`src/rtl/ycbcr_pkg.sv`:
```
// Shared types and constants for the skin-detection capture front end.
package ycbcr_pkg;

    typedef enum logic [2:0] {
        IDLE,
        ARM,
        RUN,
        FLUSH,
        DONE
    } sched_state_t;

    localparam int H_ACTIVE_720P = 1280;
    localparam int V_ACTIVE_720P = 720;

    // The RGB->YCbCr converter uses this same value for its pipeline depth.
    localparam int CONV_PIPE_LAT = 3;

endpackage

```
`src/rtl/ycbcr_frame_sched_meter.sv`:
```
// Per-line data-enable meter: measures each line's active width and flags
// widths that differ from the expected line length.
module de_line_meter
    import ycbcr_pkg::*;
#(
    parameter int H_ACTIVE = H_ACTIVE_720P,
    parameter int PIX_W    = 12
) (
    input  logic             clk,
    input  logic             rst,
    input  logic             en,
    input  logic             clr,
    input  logic             de_in,
    output logic             line_end,
    output logic [PIX_W-1:0] width,
    output logic             width_err
);

    logic             de_q;
    logic [PIX_W-1:0] pix_cnt;
    logic             pix_full;

    assign pix_full  = &pix_cnt;
    assign line_end  = en & de_q & ~de_in;
    assign width     = pix_cnt;

    // A pixel arriving while the counter is already full is a saturation error.
    assign width_err = (line_end & (pix_cnt != PIX_W'(H_ACTIVE)))
                     | (en & de_in & pix_full);

    always_ff @(posedge clk) begin
        if (rst || clr) begin
            de_q    <= 1'b0;
            pix_cnt <= '0;
        end else begin
            de_q <= en & de_in;
            if (line_end) begin
                pix_cnt <= '0;
            end else if (en && de_in && !pix_full) begin
                pix_cnt <= pix_cnt + PIX_W'(1);
            end
        end
    end

endmodule

```
`src/rtl/ycbcr_frame_sched.sv`:
```
// Frame-capture scheduler: enables the converter for exactly one frame after a
// start request, flushes its pipeline, and reports the measured geometry.
module ycbcr_frame_sched
    import ycbcr_pkg::*;
#(
    parameter int H_ACTIVE = H_ACTIVE_720P,
    parameter int V_ACTIVE = V_ACTIVE_720P,
    parameter int PIPE_LAT = CONV_PIPE_LAT,
    parameter int PIX_W    = 12,
    parameter int LINE_W   = 11
) (
    input  logic              clk,
    input  logic              rst,
    input  logic              start,
    input  logic              abort,
    input  logic              de_in,
    input  logic              hsync_in,
    input  logic              vsync_in,
    output logic              conv_ce,
    output logic              busy,
    output logic              done,
    output logic              frame_err,
    output logic [PIX_W-1:0]  pix_count,
    output logic [LINE_W-1:0] line_count
);

    localparam int FW = (PIPE_LAT > 1) ? $clog2(PIPE_LAT) : 1;

    sched_state_t      state, state_next;
    logic              vsync_q;
    logic              frame_edge;
    logic              run_ok;
    logic              close_edge;
    logic              arm_to_run;
    logic              flush_last;
    logic [FW-1:0]     flush_cnt;
    logic              line_end;
    logic              width_err;
    logic [PIX_W-1:0]  width;
    logic              line_full;
    logic [LINE_W-1:0] lines_next;
    logic              unused_hsync;

    assign unused_hsync = hsync_in;
    assign frame_edge   = vsync_in & ~vsync_q;
    assign run_ok       = (state == RUN) & ~abort;
    assign close_edge   = run_ok & frame_edge;
    assign arm_to_run   = (state == ARM) & (state_next == RUN);
    assign flush_last   = (flush_cnt == FW'(PIPE_LAT - 1));
    assign line_full    = &line_count;
    assign lines_next   = line_count + LINE_W'(line_end & ~line_full);

    // Forcing de low on the closing edge makes a still-open line close there.
    de_line_meter #(
        .H_ACTIVE (H_ACTIVE),
        .PIX_W    (PIX_W)
    ) u_meter (
        .clk       (clk),
        .rst       (rst),
        .en        (state == RUN),
        .clr       (arm_to_run),
        .de_in     (de_in & ~close_edge),
        .line_end  (line_end),
        .width     (width),
        .width_err (width_err)
    );

    always_comb begin
        state_next = state;
        case (state)
            IDLE:    if (start) state_next = ARM;
            ARM:     if (abort) state_next = IDLE;
                     else if (frame_edge) state_next = RUN;
            RUN:     if (abort) state_next = IDLE;
                     else if (frame_edge) state_next = (PIPE_LAT == 0) ? DONE : FLUSH;
            FLUSH:   if (abort) state_next = IDLE;
                     else if (flush_last) state_next = DONE;
            DONE:    state_next = IDLE;
            default: state_next = IDLE;
        endcase
    end

    always_ff @(posedge clk) begin
        if (rst) begin
            state     <= IDLE;
            vsync_q   <= 1'b0;
            flush_cnt <= '0;
            conv_ce   <= 1'b0;
            busy      <= 1'b0;
            done      <= 1'b0;
        end else begin
            state     <= state_next;
            vsync_q   <= vsync_in;
            flush_cnt <= (state == FLUSH) ? flush_cnt + FW'(1) : '0;
            conv_ce   <= (state_next == RUN) || (state_next == FLUSH);
            busy      <= (state_next == ARM) || (state_next == RUN) || (state_next == FLUSH);
            done      <= (state_next == DONE);
        end
    end

    // Results only move while a capture is running, so an abort leaves them frozen.
    always_ff @(posedge clk) begin
        if (rst || arm_to_run) begin
            pix_count  <= '0;
            line_count <= '0;
            frame_err  <= 1'b0;
        end else if (run_ok) begin
            if (line_end) begin
                pix_count  <= width;
                line_count <= lines_next;
            end
            if (width_err || (line_end && line_full)
                || (close_edge && (lines_next != LINE_W'(V_ACTIVE)))) begin
                frame_err <= 1'b1;
            end
        end
    end

endmodule
```
`config.mk`:
```
export PLATFORM = sky130hd
export DESIGN_NAME = ycbcr_frame_sched
export DESIGN_NICKNAME = d
export VERILOG_FILES = /design/src/rtl/ycbcr_pkg.sv /design/src/rtl/ycbcr_frame_sched_meter.sv /design/src/rtl/ycbcr_frame_sched.sv
export SDC_FILE = /design/constraint.sdc
export NUM_CORES = 1
export LEC_CHECK = 0
export BUFFER_PORTS_ARGS = -buffer_cell sky130_fd_sc_hd__buf_2
export CAP_MARGIN = 30
export CELL_PAD_IN_SITES_DETAIL_PLACEMENT = 0
export CELL_PAD_IN_SITES_GLOBAL_PLACEMENT = 1
export CORE_MARGIN = 2
export CORE_UTILIZATION = 41
export CTS_BUF_LIST = sky130_fd_sc_hd__clkbuf_16
export DETAILED_ROUTE_END_ITERATION = 8
export GPL_TIMING_DRIVEN = 1
export PLACE_DENSITY_LB_ADDON = 0.3
export SLEW_MARGIN = 0
export SYNTH_ARGS = -nofsm -noshare
export SYNTH_HDL_FRONTEND = slang
export SYNTH_SLANG_ARGS = --single-unit
```
`constraint.sdc`:
```
create_clock -name clk -period 2.79 [get_ports clk]
set_input_delay 0.279 -clock clk [delete_from_list [all_inputs] [get_ports clk]]
set_output_delay 0.279 -clock clk [all_outputs]
set_load 0.02 [all_outputs]
```
==> impl_metrics.ini, run 1 <==
[worst_setup_path]
crit_chain = nand4_1 > nor3_2 > nor2_1 > ha_1 > ha_2 > nor4_1 > o21ai_0 > a2111oi_1 > a311oi_1
max_stage_delay_ns = 0.46
reg2reg_slack_ns = 0.29
reg2reg_from = line_count[4]
cp-start-kind = flop
cp.required_ns = 2.94
ff2ff_path_depth = 9
endpoint_kind = flop
regToRegEndpoint = frame_err
critPathSlowestCell = dfxtp_1
setup.worst_path.class = flop to flop
crit_fanout = 8
cp.arrival_ns = 2.65

[sta]
setup_viol = 0
worstMarginPinSlew_ns = 0.676
clock_skew_ns = 0.00757
fin_crit_sh_pct = 89.7
rsz0062_at_grt = no
holdWs_ns = 0.236
hold_viol = 0
setup_tns_ns = 0
period_needed_ns = 2.50
fmax_ghz = 0.400
maxSlewViolCount = 0
maxSlewHeadroom_pct = 54.5

[floorplanning]
die_y_um = 76.5
core_area_um2 = 5070
die_x_um = 76.5
pin_count = 34
dieArea_um2 = 5850
rows = 26
start_util_pct = 42.5

[drt]
firstDrtPassIters = 4
wl_per_cell_um = 13.0
vias = 1888
avgViaCountPerCell = 5.14
drtIter0Drc = 63
wl_um = 4760
detail-route-antenna-nets = 0
drc = 0

[worst_hold_path]
whs_path_depth = 2
min_to = vsync_q
hold_start = rst
hp-class = input port to flop

[power]
pwr-share-comb_pct = 3.5
ir_drop_v = 0.000298
cellLeakagePower_nw = 0.958
p_clk_share_pct = 44.7
p_int_w = 0.00101
switching_share_pct = 21.8
p_seq_share_pct = 51.8
p_sw_w = 0.000280
power_w = 0.00129
powerDensity_nw_per_um2 = 497

[clock_tree]
cts_buffer_depth = 2
htreeDepth = 2
cts_inserted_buffers = 5
clkTransAtPathRegs_ns = 0.07
cts-root-buf = clkbuf_16
cts_tree = built
postCtsHoldBufs = 0
cts_setup_buffers = 0
cts.sinks = 46
clk_latency_ns = 0.29
post_cts_resized = 0

[yosys]
ys_ff_latch = 46
synth-main-ff-cell = dfxtp_1
synth_area_leaders = dfxtp_1 (43%), nand2_1 (7.0%), a21oi_1 (5.1%)
yosysWarnings = 0
yosysSeqAreaShare_pct = 42.7
async_reset_ff_share_pct = 0
synth_cells = 260
syn_area_um2 = 2160
synth_edf_count = 0
synth_area_per_cell_um2 = 8.29
yosys.area.top_type = dfxtp_1
synth_cell_type_count = 44
synth_top_area_share_pct = 42.7
syn-num-nets = 272

[cells_and_area]
area_growth_pct = 19.9
fin_util_pct = 50.9
antenna_cells = 0
final_area_um2 = 2580
nets = 308
drive_above_1_share_pct = 20.5

[job]
max_cap_violations = 0

[run_status]
outcome = completed

[placed_design]
gp_congestion = 0.809
port_buffers = 32
dp_hpwl_um = 3380
dpl_cell_area_um2 = 2430

[grt]
antenna_found_initial = 0
grt_usage_pct = 17.8
grt_pass1_wl_um = 8490
grt_max_degree = 26
overflow = 0
grt_pass1_vias = 1748
==> power by group through the flow <==
stage	combinational, W	clock [W]	sequential, W
after detailed placement	0.0000451	0	0.000680
after global routing	0.0000500	0.000625	0.000666
after CTS	0.0000456	0.000599	0.000665
after global placement	0.0000449	0	0.000680
final	0.0000448	0.000575	0.000666
after floorplan	0.0000281	0	0.000682
==> registers in the layout (all words and copies together) (netlist names) <==
name,count
flush_cnt,2
u_meter.de_q,1
u_meter.width,12
frame_err,1
conv_ce,1
vsync_q,1
line_count,11
busy,1
state,3
done,1
pix_count,12
==> through the flow <==
stage               setup slack [ns]  cells
floorplan                      0.107    260
global placement               0.185    359
detailed placement             0.106    359
CTS                           0.0786    367
global route                  0.0460    367
finish                         0.287    367
==> cells by family (layout without fill, tap and decap cells) <==
group,after synthesis,count (layout),share of synthesized area [%]
xor gates and xnor gates,18,18,7.31
adders and majority gates,5,5,2.90
DFF,46,46,42.7
muxes,1,1,0.464
and+or+nand+nor,128,128,31.0
buffers and inverters,21,58,4.00
AOI/OAI and AO/OA,41,41,11.6
==> critical path, delay by kind of cell, from the launching register on <==
family,cells,cell delay (ns)
AOI/OAI and AO/OA,3,0.67
and+or+nand+nor,4,0.75
DFF,1,0.46
adders and majority gates,2,0.46
==> cell usage in the layout, fill, tap and decap left out, types with 6 or more instances in the layout <==
| cell type | synthesis | routed |
|---|---|---|
| dfxtp_1 | 46 | 46 |
| nand3_1 | 7 | 7 |
| xnor2_1 | 12 | 12 |
| buf_4 | 0 | 13 |
| nand4_1 | 10 | 10 |
| a21oi_1 | 22 | 22 |
| inv_1 | 5 | 6 |
| nor2_1 | 26 | 26 |
| nor4_1 | 9 | 9 |
| nand2_1 | 40 | 40 |
| o21ai_0 | 7 | 7 |
| buf_2 | 5 | 32 |
| xor2_1 | 6 | 6 |
==> how the worst max path moves through the flow <==
stage | start | endpoint | slack [ns] | cells past startpoint
3_5_place_dp | line_count[4] | frame_err | 0.11 | 9
6_report | line_count[4] | frame_err | 0.29 | 9
3_3_place_gp | line_count[4] | frame_err | 0.19 | 9
5_1_grt | line_count[4] | frame_err | 0.05 | 10
2_1_floorplan | line_count[3] | frame_err | 0.11 | 11
4_1_cts | line_count[4] | frame_err | 0.08 | 9
==> cell type report <==
class	count	area (µm²)
Clock inverter	3	17.5
Multi-Input combinational cell	193	1160
Sequential cell	46	921
Timing Repair Buffer	45	258
Inverter	5	18.8
Tap cell	70	87.6
Fill cell	520	2490
Clock buffer	5	125
==> layer usage <==
metal / up-vias / share of wire, % / global-route usage, %
met3: 5 / 2.5 / 2.61
met1: 880 / 47 / 22.8
met5: - / 0 / 0
met4: 0 / 1.5 / 7.64
li1: 980 / - / -
met2: 23 / 49 / 29.8
==> synth_stat cells (5+ instances only) <==
cell      number
buf_2          5
a21oi_1       22
or3_1          5
nor3_1         6
clkbuf_1       8
nor4_1         9
nand4_1       10
nand3_1        7
nand2_1       40
nor2_1        26
inv_1          5
xnor2_1       12
ha_1           5
dfxtp_1       46
xor2_1         6
o21ai_0        7
Power figures use the tool's default switching activity.
==> run 2, diff against run 1 <==
==> constraint.sdc (replaced) <==
create_clock -name clk -period 2.79 [get_ports clk]
set_input_delay 0.558 -clock clk [delete_from_list [all_inputs] [get_ports clk]]
set_output_delay 0.558 -clock clk [all_outputs]
set_load 0.02 [all_outputs]
==> run 2 against run 1 <==
  * Combinational power is 2% higher
  * Global-route usage about the same
  * Fmax is 2.6% lower
  * Sequential share of layout area fell by 0.10 points
  * Sequential power barely moved
  * Clock power barely moved
  * Via count up 0.95%
  * Critical endpoint unchanged
==> impl_metrics.ini, run 2 (same netlist as run 1, synthesis figures left out) <==
[worst_setup_path]
cp-start-kind = flop
crit_chain = nand4_1 > nor3_1 > nor2_1 > ha_1 > ha_1 > nor4_1 > o21ai_0 > a2111oi_1 > a311oi_1
critPathSlowestCell = a2111oi_1
cp-endpoint = frame_err
crit_path_start = line_count[5]
ff2ff_path_depth = 9
cp.required_ns = 2.94
setup.worst_path.class = flop to flop
reg2reg_from = line_count[5]
regToRegEndpoint = frame_err
cp.arrival_ns = 2.72
crit_top_cell = ha_1
crit_fanout = 9
reg2reg_slack_ns = 0.22
endpoint_kind = flop
max_stage_delay_ns = 0.45

[clock_tree]
postCtsHoldBufs = 0
cts_setup_buffers = 0
cts_buffer_depth = 2
cts-root-buf = clkbuf_16
htreeDepth = 2
clk_latency_ns = 0.29
cts_inserted_buffers = 5
cts.sinks = 46
post_cts_resized = 0
cts_tree = built
clkTransAtPathRegs_ns = 0.07

[grt]
grt_busiest_layer = met2
antenna_found_initial = 0
grt_usage_pct = 17.8
grt_max_degree = 26
overflow = 0
grt.met2_usage_pct = 30.7
grt_use_met1_pct = 21.7
grt_pass1_wl_um = 8360
grt_pass1_vias = 1834
grt_use_met3_pct = 3.91

[drt]
drc = 0
drtIter0Drc = 95
detail-route-antenna-nets = 0
avgViaCountPerCell = 5.17
vias = 1906
wl_um = 4710
firstDrtPassIters = 4
wl_per_cell_um = 12.8

[power]
ir_drop_v = 0.000334
powerDensity_nw_per_um2 = 497
cellLeakagePower_nw = 0.970

[sta]
holdWs_ns = 0.412
period_needed_ns = 2.57
worstMarginPinSlew_ns = 0.641
clock_skew_ns = 0.0111
setup_tns_ns = 0
hold_viol = 0
fmax_ghz = 0.389
setup_viol = 0
maxSlewHeadroom_pct = 57.1
rsz0062_at_grt = no
worst_slack_ns = 0.221
maxSlewViolCount = 0
fin_crit_sh_pct = 92.1

[floorplanning]
pin_count = 34
rows = 26
dieArea_um2 = 5850
die_x_um = 76.5
die_y_um = 76.5
start_util_pct = 42.5
core_area_um2 = 5070

[cells_and_area]
layout_commonest_cell = dfxtp_1
antenna_cells = 0
layout_common_cells = dfxtp_1 (46), nand2_1 (40), buf_2 (32)
drive_above_1_share_pct = 20.4
fillers = 521
nets = 310
area_growth_pct = 20.3

[placed_design]
dp_hpwl_um = 3360
port_buffers = 32
gp_congestion = 0.808
place_ws_ns = 0.0729

[run_status]
outcome = completed

[worst_hold_path]
hp-class = flop to flop

[job]
max_cap_violations = 0
-- run 2: through the flow --
stage | util [%] | cell area, µm² | cells | power [W]
after floorplan | - | 2160 | 260 | 0.000710
after global placement | 48.2 | 2450 | 361 | 0.000727
after detailed placement | 48.2 | 2450 | 361 | 0.000727
after CTS | 51.1 | 2590 | 369 | 0.00130
after global routing | 51.1 | 2590 | 369 | 0.00133
final | 51.1 | 2590 | 369 | 0.00129
-- run 2: per-layer routing --
layer	share of wire (%)	up-vias
met5	0	-
met4	1.8	0
met3	3.0	8
met2	48	29
met1	47	889
li1	-	980
-- run 2: worst min-delay path by stage --
stage | slack [ns] | depth (start not counted) | from | to
5_1_grt | 0.43 | 1 | flush_cnt[0] | flush_cnt[0]
4_1_cts | 0.41 | 1 | flush_cnt[0] | flush_cnt[0]
3_5_place_dp | 0.40 | 1 | flush_cnt[0] | flush_cnt[0]
2_1_floorplan | 0.39 | 1 | flush_cnt[0] | flush_cnt[0]
6_report | 0.41 | 1 | flush_cnt[0] | flush_cnt[0]
3_3_place_gp | 0.40 | 1 | flush_cnt[0] | flush_cnt[0]
-- run 2: power breakdown --
part           leakage, nW  switching [W]  internal [W]  total [W]
logic                0.524      0.0000288     0.0000169  0.0000457
registers            0.371     0.00000485      0.000661   0.000666
clock network       0.0750       0.000247      0.000329   0.000576
-- run 2: worst max-delay path, delay by kind of cell, from the launching register on --
kind / cells / cell delay, ns
AO/OA/AOI/OAI: 3 / 0.70
adder cells (fa/ha/maj): 2 / 0.50
flip-flops: 1 / 0.41
AND/OR/NAND/NOR: 4 / 0.82
-- run 2: final cells by class --
cell class                      count  area, µm²  share of cell area [%]
Sequential cell                    46        921                    35.5
Clock buffer                        5        125                    4.83
Clock inverter                      3       17.5                   0.676
Inverter                            5       18.8                   0.724
Multi-Input combinational cell    193       1150                    44.4
Tap cell                           70       87.6                    3.38
Timing Repair Buffer               47        273                    10.5
==> run 3, diff against run 2 <==
Settings changed: ABC_AREA from default to 1.
==> run 3 against run 2 <==
  * Count of clock-buffer cells in the layout unchanged
  * Sequential share of layout area down 2.5 points
  * Fmax up 3.0%
  * Hold slack better by 0.0074 ns
  * Clock skew down 0.0060 ns
  * Final cell count up 22%
  * Core utilization down 1.0 points
  * Critical endpoint unchanged
  * Largest power group unchanged
==> impl_metrics.ini, run 3 <==
[yosys]
ys_ff_latch = 46
synth-main-ff-cell = dfxtp_1
synth_area_per_cell_um2 = 7.03
synth-compound-area-share_pct = 12.5
synth_edf_count = 0
yosys.area.top_type = dfxtp_1
synth_area_leaders = dfxtp_1 (39%), nand2_1 (16%), a21oi_1 (6.1%)
muxShareOfSynthArea_pct = 0
syn_area_um2 = 2390
synth_commonest_cells = nand2_1 (102), dfxtp_1 (46), nor2_1 (34)
yosysSeqAreaShare_pct = 38.5
yosysWarnings = 0
synth_cells = 340
synth_top_area_share_pct = 38.5
synthSimpleGateAreaFrac_pct = 35.9
synth-xor-area-share_pct = 2.56
async_reset_ff_share_pct = 0
yosysMostFrequentCell = nand2_1
syn-num-nets = 352
synth_adder_area_share_pct = 2.62
synth_top_family_by_area = simple AND/OR/NAND/NOR gates
synth_cell_type_count = 31

[worst_setup_path]
crit_fanout = 4
cp-start-kind = flop
reg2reg_slack_ns = 0.30
setup.worst_path.class = flop to flop
ff2ff_path_depth = 17
regToRegEndpoint = frame_err
cp.required_ns = 2.94
crit_path_start = state[1]
endpoint_kind = flop
reg2reg_from = state[1]
cp.arrival_ns = 2.64

[cells_and_area]
nets = 388
antenna_cells = 0
area_growth_pct = 16.7
fin_util_pct = 50.1
layout_common_cells = nand2_1 (102), dfxtp_1 (46), nor2_1 (34)
drive_above_1_share_pct = 22.0
fillers = 581
layout_commonest_cell = nand2_1

[sta]
rsz0062_at_grt = no
clock_skew_ns = 0.00517
setup_tns_ns = 0
worstMarginPinSlew_ns = 0.535
fin_crit_sh_pct = 89.4
maxSlewHeadroom_pct = 64.3
maxSlewViolCount = 0
setup_viol = 0
hold_viol = 0
period_needed_ns = 2.49
fmax_ghz = 0.401

[floorplanning]
die_y_um = 80.4
start_util_pct = 42.9
die_x_um = 80.4
core_area_um2 = 5570
rows = 27
pin_count = 34
dieArea_um2 = 6460

[grt]
grt_usage_pct = 18.3
grt_pass1_wl_um = 9390
grt_max_degree = 26
grt_pass1_vias = 2084
overflow = 0
antenna_found_initial = 0

[placed_design]
port_buffers = 32
gp_congestion = 0.793
dp_hpwl_um = 3830

[clock_tree]
postCtsHoldBufs = 0
cts_inserted_buffers = 5
post_cts_resized = 0
cts_setup_buffers = 0
clk_latency_ns = 0.28
cts-root-buf = clkbuf_16
cts_buffer_depth = 2
clkTransAtPathRegs_ns = 0.06
cts.sinks = 46
htreeDepth = 2
cts_tree = built

[drt]
drc = 0
wl_um = 5320
wl_per_cell_um = 11.9
avgViaCountPerCell = 4.84
drtIter0Drc = 96
firstDrtPassIters = 4
detail-route-antenna-nets = 0
vias = 2173

[power]
cellLeakagePower_nw = 1.06
pwr-share-comb_pct = 2.9
p_int_w = 0.00109
p_seq_share_pct = 48.6
switching_share_pct = 20.2
p_clk_share_pct = 48.5
ir_drop_v = 0.000221
p_sw_w = 0.000275
powerDensity_nw_per_um2 = 489

[worst_hold_path]
min_to = flush_cnt[0]
hold_start = flush_cnt[0]
whs_path_depth = 1
hp-class = flop to flop

[job]
max_cap_violations = 0

[run_status]
outcome = completed
[run 3: worst max-delay path: stages (launching register included)]
cell	delay (ns)
dfxtp_1	0.37
inv_2	0.08
nor3_4	0.18
nand2_1	0.13
a21oi_4	0.14
inv_1	0.07
a31oi_1	0.14
ha_1	0.19
ha_1	0.17
nand3_1	0.18
nor2_1	0.21
nand3_1	0.11
nand2_1	0.08
nand2_1	0.05
nor2_1	0.08
nand2_1	0.06
nand2_1	0.05
a21oi_1	0.05
[run 3: per-layer routing]
| metal | track usage, % | vias to the layer above | part of all wire, % |
|---|---|---|---|
| met5 | 0 | - | 0 |
| met4 | 6.10 | 0 | 1.1 |
| met3 | 3.93 | 5 | 4.8 |
| met2 | 29.3 | 46 | 45 |
| met1 | 24.5 | 960 | 50 |
| li1 | - | 1162 | - |
[run 3: metrics by stage]
step | hold slack [ns] | total power, W | cell area [µm²] | setup slack, ns | std cells
after floorplan | 0.401 | 0.000704 | 2390 | 0.260 | 340
after global placement | 0.411 | 0.000717 | 2630 | 0.0998 | 441
after detailed placement | 0.414 | 0.000718 | 2630 | 0.0715 | 441
after CTS | 0.423 | 0.00139 | 2790 | 0.297 | 449
after global routing | 0.462 | 0.00142 | 2790 | 0.0201 | 449
final | 0.419 | 0.00136 | 2790 | 0.297 | 449
[run 3: final cells by class]
type / instances / area [µm²] / share of cell area (%)
Sequential cell: 46 / 921 / 33.0
Timing Repair Buffer: 38 / 205 / 7.35
Clock inverter: 3 / 41.3 / 1.48
Inverter: 33 / 126 / 4.53
Tap cell: 72 / 90.1 / 3.23
Clock buffer: 5 / 125 / 4.48
Multi-Input combinational cell: 252 / 1280 / 45.9
[run 3: cells by family (layout without fill, tap and decap cells)]
family | Yosys count | count (layout)
fa+ha+maj | 5 | 5
flops | 46 | 46
compound gates | 49 | 49
simple gates | 191 | 191
xor+xnor | 7 | 7
buf+inv | 42 | 79
[run 3: worst max-delay path by stage]
stage                      to  depth (start not counted)  slack [ns]
floorplan           frame_err                         17        0.26
global placement    frame_err                         18         0.1
detailed placement  frame_err                         18        0.07
CTS                 frame_err                         17        0.30
global route        frame_err                         17        0.02
finish              frame_err                         17        0.30
[run 3: power by group through the flow]
stage | registers (W) | logic [W] | clock network (W)
global route | 0.000663 | 0.0000435 | 0.000711
finish | 0.000663 | 0.0000390 | 0.000662
CTS | 0.000663 | 0.0000397 | 0.000684
global placement | 0.000678 | 0.0000392 | 0
floorplan | 0.000679 | 0.0000254 | 0
detailed placement | 0.000678 | 0.0000397 | 0
